**src/rtl/spio_pkg.sv**
```systemverilog
// Shared definitions for the serial display I/O blocks.
//   state_t : arbiter FSM state encoding (IDLE/START/WAIT/DONE)
//   P2S_DW  : default parallel-to-serial shifter width
package spio_pkg;

    typedef enum logic [1:0] {
        ST_IDLE  = 2'd0,
        ST_START = 2'd1,
        ST_WAIT  = 2'd2,
        ST_DONE  = 2'd3
    } state_t;

    localparam int P2S_DW = 16;

endpackage

```
**src/rtl/p2s_share_arbiter_rr_pick.sv**
```systemverilog
// Combinational round-robin picker.
//   req    : request vector
//   rr_ptr : requester with highest priority this round (< N_REQ)
//   pick   : first set request scanning upward from rr_ptr with wrap
//   any    : at least one request set
module rr_pick #(
    parameter int N_REQ = 2
) (
    input  logic [N_REQ-1:0] req,
    input  logic [1:0]       rr_ptr,
    output logic [1:0]       pick,
    output logic             any
);

    always_comb begin
        int j;
        pick = 2'd0;
        any  = 1'b0;
        j    = 0;
        // Scan from the farthest offset down so the nearest set bit to
        // rr_ptr is the last one written and therefore wins.
        for (int i = N_REQ - 1; i >= 0; i--) begin
            j = int'(rr_ptr) + i;
            if (j >= N_REQ) j = j - N_REQ;
            if (req[j]) begin
                pick = 2'(j);
                any  = 1'b1;
            end
        end
    end

endmodule

```
**src/rtl/p2s_share_arbiter.sv**
```systemverilog
// Shares one parallel-to-serial display shifter among N_REQ requesters.
// Round-robin grant, latches the winner's word, pulses p2s_start, waits for
// p2s_done (or a timeout) and acks the granted requester.
//   clk, rst_n          : clock, async active-low reset
//   req / req_data      : level requests and packed request words
//   ack / ack_err       : one-cycle completion pulse, timeout flag
//   grant_idx / busy    : current/last grant, FSM not idle
//   p2s_start/p2s_data  : shifter start pulse and held word
//   p2s_done            : shifter completion pulse
module p2s_share_arbiter
    import spio_pkg::*;
#(
    parameter int N_REQ    = 2,
    parameter int DW       = P2S_DW,
    parameter int TMO_BITS = 12
) (
    input  logic                clk,
    input  logic                rst_n,
    input  logic [N_REQ-1:0]    req,
    input  logic [N_REQ*DW-1:0] req_data,
    output logic [N_REQ-1:0]    ack,
    output logic                ack_err,
    output logic [1:0]          grant_idx,
    output logic                busy,
    output logic                p2s_start,
    output logic [DW-1:0]       p2s_data,
    input  logic                p2s_done
);

    state_t              state;
    logic [1:0]          rr_ptr;
    logic [TMO_BITS-1:0] tmo;
    logic [1:0]          pick;
    logic                any;
    logic [N_REQ-1:0]    ack_one;

    rr_pick #(.N_REQ(N_REQ)) u_pick (
        .req    (req),
        .rr_ptr (rr_ptr),
        .pick   (pick),
        .any    (any)
    );

    assign ack_one = {{(N_REQ-1){1'b0}}, 1'b1} << grant_idx;

    // Outputs are registered: each is set on the edge entering the state in
    // which it must be visible, so p2s_start is high exactly during START
    // and ack exactly during DONE.
    always_ff @(posedge clk or negedge rst_n) begin
        if (!rst_n) begin
            state     <= ST_IDLE;
            rr_ptr    <= 2'd0;
            tmo       <= '0;
            ack       <= '0;
            ack_err   <= 1'b0;
            grant_idx <= 2'd0;
            busy      <= 1'b0;
            p2s_start <= 1'b0;
            p2s_data  <= '0;
        end else begin
            case (state)
                ST_IDLE: begin
                    if (any) begin
                        grant_idx <= pick;
                        p2s_data  <= req_data[int'(pick)*DW +: DW];
                        p2s_start <= 1'b1;
                        busy      <= 1'b1;
                        state     <= ST_START;
                    end
                end
                ST_START: begin
                    p2s_start <= 1'b0;
                    tmo       <= '0;
                    state     <= ST_WAIT;
                end
                ST_WAIT: begin
                    // done takes priority over a coincident timeout
                    if (p2s_done) begin
                        ack     <= ack_one;
                        ack_err <= 1'b0;
                        state   <= ST_DONE;
                    end else if (tmo == '1) begin
                        ack     <= ack_one;
                        ack_err <= 1'b1;
                        state   <= ST_DONE;
                    end else begin
                        tmo <= tmo + 1'b1;
                    end
                end
                ST_DONE: begin
                    ack     <= '0;
                    ack_err <= 1'b0;
                    busy    <= 1'b0;
                    // just-served requester drops to lowest priority
                    rr_ptr  <= (grant_idx == 2'(N_REQ - 1)) ? 2'd0 : grant_idx + 2'd1;
                    state   <= ST_IDLE;
                end
                default: state <= ST_IDLE;
            endcase
        end
    end

endmodule

```
**config.mk**
```make
export PLATFORM = sky130hd
export DESIGN_NAME = p2s_share_arbiter
export DESIGN_NICKNAME = d
export VERILOG_FILES = /design/src/rtl/spio_pkg.sv /design/src/rtl/p2s_share_arbiter_rr_pick.sv /design/src/rtl/p2s_share_arbiter.sv
export SDC_FILE = /design/constraint.sdc
export NUM_CORES = 1
export LEC_CHECK = 0
export BUFFER_PORTS_ARGS = -buffer_cell sky130_fd_sc_hd__buf_2
export CORE_ASPECT_RATIO = 1.25
export CORE_MARGIN = 1.5
export CORE_UTILIZATION = 35
export CTS_BUF_LIST = sky130_fd_sc_hd__clkbuf_8 sky130_fd_sc_hd__clkbuf_16
export DETAILED_ROUTE_END_ITERATION = 6
export SKIP_CTS_REPAIR_TIMING = 1
export SLEW_MARGIN = 20
export SYNTH_ARGS = -nofsm -noshare
export SYNTH_HDL_FRONTEND = slang
export SYNTH_SLANG_ARGS = --single-unit
```
**constraint.sdc**
```tcl
create_clock -name clk -period 6 [get_ports clk]
set_input_delay 0.6 -clock clk [delete_from_list [all_inputs] [get_ports clk]]
set_output_delay 0.6 -clock clk [all_outputs]
set_load 0.05 [all_outputs]
```
Word-level counts from Yosys, hierarchy flattened
Cells that the tools add are included.

Register bits: 39. Input port bits: 37. Word-level logic and storage cells: 69.

Add/subtract/negate cells: 5. Order comparisons: 4. Equal/unequal tests: 9. Shifts and indexed selects: 2. Multiplexer cells: 29. Reduce and logical (&&, ||, !) cells: 11.

Operator list (number): $lt A32 B3 Y1 const B (2); $mux W32 (2); $ge A32 B3 Y1 const B (1); $shiftx A32 B7 Y16 (1); $sub A32 B3 Y32 const B (1); $mux W12 (2); $pmux W12 S2 (1); $mux W2 (8); $add A12 B1 Y12 const B (1); $eq A12 B12 Y1 const B (1); $mux W1 (11); $reduce_and A2 Y1 (5); $pmux W2 S4 (1); $reduce_bool A2 Y1 (4); $ne A2 B2 Y1 const B (3); $pmux W1 S2 (3); $eq A2 B1 Y1 const B (2); $eq A2 B2 Y1 const B (2); $pmux W2 S2 (1); $add A2 B1 Y3 const B (1); $ne A3 B3 Y1 const B (1); $reduce_and A3 Y1 (1); $sub A2 B2 Y3 const B (1); $add A2 B1 Y2 const B (1); 3 further kinds (3).

Logic depth before layout (Yosys ltp)
Depth after elaboration: 10. Depth in mapped cells: 7. Depth with buffers taken out: 6.

By module
From an unflattened synthesis, not the netlist that was laid out.

Cell total of the unflattened synthesis: 218. Area, all modules: 2172.1 µm².

By module, submodules not included: p2s_share_arbiter (instances 1, cells an instance 213, area an instance 2140.8 µm², seq. area each 975.9 µm²); rr_pick (instances 1, cells an instance 5, area an instance 31.3 µm², seq. area each 0.0 µm²).

Worst setup path after synthesis
No wires, ideal clock.

Kind: reg-to-reg. Start point: register tmo[0]. End point: register state[1]. Setup time: 0.128 ns. Arrival: 1.834 ns. Data required time: 5.872 ns. Path slack: 4.038 ns. Cell stages (with the launch flop): 7. Buffers on the path: 1. Path through: dfrtp_1 -> ha_1 -> nand3_2 -> or4_1 -> buf_4 -> a21boi_2 -> mux2_1.

Longest elaborated chain between the ends: 3.

Ends and longest elaborated chain: from (decl) (RTL line p2s_share_arbiter.sv:32) `logic [TMO_BITS-1:0] tmo;`; from (signal assigned) (RTL line p2s_share_arbiter.sv:87) `tmo <= tmo + 1'b1;`; $eq A12 B12 Y1 (RTL line p2s_share_arbiter.sv:82) `end else if (tmo == '1) begin`; $ne A3 B3 Y1 (no source line); $reduce_and A2 Y1 (no source line); to (signal assigned) (RTL line p2s_share_arbiter.sv:81) `state <= ST_DONE;`; to (signal assigned) (RTL line p2s_share_arbiter.sv:85) `state <= ST_DONE;`; to (signal assigned) (RTL line p2s_share_arbiter.sv:96) `state <= ST_IDLE;`; to (decl) (RTL line p2s_share_arbiter.sv:30) `state_t state;`.

No other way between the ends. A chain may end at the register's enable or synchronous reset.

Worst setup path after layout
Ends and elaborated chain as after synthesis.

==> results.py <==
metrics = {
    "timing": {
        "rsz0062_at_grt": "false",
        "setup_violations": 0,
        "max_slew_margin_pct": 29.0,
        "tns_ns": 0,
        "worst_clock_skew_ns": 0.0125,
        "maxSlewViolCount": 0,
        "fin_hold_ws_ns": 0.414,
        "min_period_over_period_pct": 37.0,
        "finalHoldViolCount": 0,
        "max_freq_mhz": 450,
        "fin_crit_ns": 2.22,
        "worstMarginPinSlew_ns": 1.06,
    },
    "clock_network": {
        "clock_path_buffers": 2,
        "cts_buffers": 5,
        "htreeDepth": 2,
        "cts_root_buf": "clkbuf_8",
        "cts_sinks": 39,
        "path_clk_slew_ns": 0.08,
        "clkLatencyLatePin_ns": 0.29,
        "cts_tree": "done",
    },
    "critical_path": {
        "required_ns": 6.16,
        "r2r_cells": 5,
        "startpoint_type": "flop",
        "r2r-end": "state[1]",
        "cp_slowest_cell": "or4_1",
        "cp_top_family": "simple AND/OR/NAND/NOR gates",
        "cp_num_cells": 5,
        "rr_startpoint": "tmo[0]",
        "crit_path_end": "state[1]",
        "critical_path.max_fanout": 10,
        "arrival_ns": 2.38,
        "crit_type": "flop to flop",
        "endpoint_kind": "flop",
        "ff2ff_setup_slack_ns": 3.78,
        "cp-startpoint": "tmo[0]",
        "cpPeakStageDelay_ns": 0.74,
        "critPathBufInv": 0,
        "path_cells": "ha_1 -> nand3_2 -> or4_1 -> a21boi_2 -> mux2_1",
    },
    "yosys": {
        "synth_seq_area_share_pct": 48.8,
        "synthSimpleGateAreaFrac_pct": 18.6,
        "synthXorXnorAreaFrac_pct": 0.438,
        "syn_area_per_cell_um2": 9.70,
        "synth_nets": 248,
        "ys_warn_count": 0,
        "synthCells": 206,
        "synth_area_um2": 2000,
        "muxShareOfSynthArea_pct": 10.1,
        "yosysUniqueCellTypes": 35,
        "synth_compound_area_share_pct": 14.8,
        "ys_ff_latch": 39,
        "synth_top_family_by_area": "simple AND/OR/NAND/NOR gates",
        "yosys.area_share.adder_pct": 3.13,
    },
    "status": {
        "status": "finished clean",
    },
    "drt": {
        "postRouteAntennaNets": 0,
        "routed_via_density": 5.23,
        "drt-wirelength-per-cell_um": 13.2,
        "drtPass1Iterations": 4,
        "wl_um": 4320,
        "num_vias": 1704,
        "drc": 0,
        "drtIter0Drc": 77,
    },
    "worst_hold_path": {
        "hold_class": "input pin to async pin",
    },
    "placed_design": {
        "gp_congestion": 0.826,
        "dp_hpwl_um": 3180,
        "port_buffers": 59,
    },
    "global_route": {
        "grt_usage_pct": 15.7,
        "grt_max_degree": 40,
        "antenna_found_initial": 0,
        "use_met1_pct": 18.5,
        "grt_pass1_vias": 1718,
        "met2_usage_pct": 28.0,
        "met3_usage_pct": 3.59,
        "grt_pass1_wl_um": 7820,
        "gr-max-usage-layer": "met2",
        "grt_remaining_overflow": 0,
    },
    "power": {
        "p_leak_uw": 0.00116,
        "p_sw_uw": 604,
        "swShare_pct": 50.2,
        "pwr-share-clk_pct": 13.9,
        "power_density_nw_per_um2": 498,
        "seq_power_share_pct": 35.5,
        "vdd_ir_drop_max_mv": 0.281,
        "pwr-share-comb_pct": 50.6,
        "p_int_uw": 599,
    },
    "flow_run": {
        "maxCapViolCount": 0,
    },
    "die": {
        "start_util_pct": 36.5,
        "core.rowCount": 30,
        "ioPinCount": 60,
        "core_um2": 5480,
        "die_h_um": 87.5,
        "fp.dieW_um": 70.6,
        "dieArea_um2": 6170,
    },
    "finish": {
        "drive_gt1_share_pct": 28.2,
        "antenna_cells": 0,
        "synthToLayoutAreaGrowth_pct": 21.0,
        "nNetsFinal": 305,
    },
}
synthesized netlist by cell type (all sizes together):
| cell | number | share of area [%] |
|---|---|---|
| o22a | 1 | 0.44 |
| nand2 | 29 | 5.4 |
| xnor2 | 1 | 0.44 |
| mux2 | 1 | 0.56 |
| clkbuf | 7 | 1.3 |
| buf | 3 | 0.88 |
| mux2i | 19 | 9.5 |
| o2bb2ai | 3 | 1.3 |
| nor4 | 3 | 1.3 |
| or4 | 1 | 0.38 |
| inv | 10 | 1.9 |
| o32ai | 1 | 0.44 |
| o2111ai | 1 | 0.44 |
| o221ai | 3 | 1.3 |
| ha | 5 | 3.1 |
| o21ai | 28 | 7.0 |
| a31o | 2 | 0.88 |
| nor3 | 5 | 1.3 |
| nand2b | 3 | 0.94 |
| a21oi | 3 | 0.75 |
| nand4 | 2 | 0.63 |
| or3 | 1 | 0.31 |
| dfrtp | 39 | 49 |
| o221a | 1 | 0.56 |
| o211ai | 2 | 0.75 |
| nand3b | 3 | 1.1 |
| nor2 | 6 | 1.1 |
| nand3 | 15 | 4.3 |
| nor2b | 6 | 1.9 |
| a21boi | 2 | 0.94 |
power by group through the flow:
stage	Combinational, uW	Sequential, uW	Clock [uW]
floorplan	223	667	0
global placement	611	430	0
detailed placement	621	429	0
CTS	617	428	174
global route	669	442	183
finish	609	428	167
sequential cells by signal (all words and copies together), names as in the netlist:
register	cells
ack	2
ack_err	1
busy	1
grant_idx	2
p2s_data	16
p2s_start	1
rr_ptr	2
state	2
tmo	12
layout make-up:
cell class	count	area (um^2)
Fill cell	553	3060
Sequential cell	39	976
Multi-Input combinational cell	147	945
Timing Repair Buffer	60	303
Tap cell	64	80.1
Clock buffer	5	68.8
Inverter	10	37.5
Clock inverter	1	7.51
per-layer routing:
layer / up-vias / share of wire (%)
met5: - / 0
met2: 57 / 48
li1: 843 / -
met3: 4 / 5.3
met1: 800 / 46
met4: 0 / 0.83
worst register-to-register path: stages, from the launching register on:
cell and delay, ns:
dfrtp_1 0.42, ha_1 0.21, nand3_2 0.16, or4_1 0.74, a21boi_2 0.25, mux2_1 0.33
how the worst min path moves through the flow:
stage / from / end / slack [ns] / cells past startpoint
global route: rst_n / tmo[5] / 0.49 / 1
finish: rst_n / tmo[5] / 0.41 / 1
floorplan: rst_n / ack[0] / 0.30 / 0
CTS: rst_n / tmo[5] / 0.45 / 1
global placement: p2s_data[15] / p2s_data[15] / 0.46 / 2
detailed placement: p2s_data[10] / p2s_data[10] / 0.47 / 2
stage by stage:
stage	util [%]	worst slack [ns]	instances	power, uW	instance area (um^2)
floorplan	-	4.04	206	891	2000
global placement	42.7	3.83	320	1040	2340
detailed placement	42.7	3.80	320	1050	2340
CTS	44.1	3.78	326	1220	2420
global route	44.1	3.61	326	1290	2420
finish	44.1	3.78	326	1200	2420
kinds of logic after synthesis:
family / Yosys count
simple gates: 74
compound gates: 47
flops: 39
buf+inv: 20
mux: 20
fa+ha+maj: 5
xor+xnor: 1
placed cells by master, fill, tap and decap left out, drive strengths merged:
master,instances
mux2,1
nor2,6
o2111ai,1
buf,60
dfrtp,39
a21oi,3
o21ai,28
nor2b,6
nor3,5
nand3b,3
a31o,2
ha,5
clkinvlp,1
mux2i,19
nand2,29
a21boi,2
clkbuf,5
o221ai,3
or3,1
o211ai,2
inv,10
xnor2,1
o2bb2ai,3
or4,1
nand4,2
o221a,1
o22a,1
nor4,3
nand2b,3
o32ai,1
nand3,15
No activity file was read; power rests on OpenSTA's default activity.
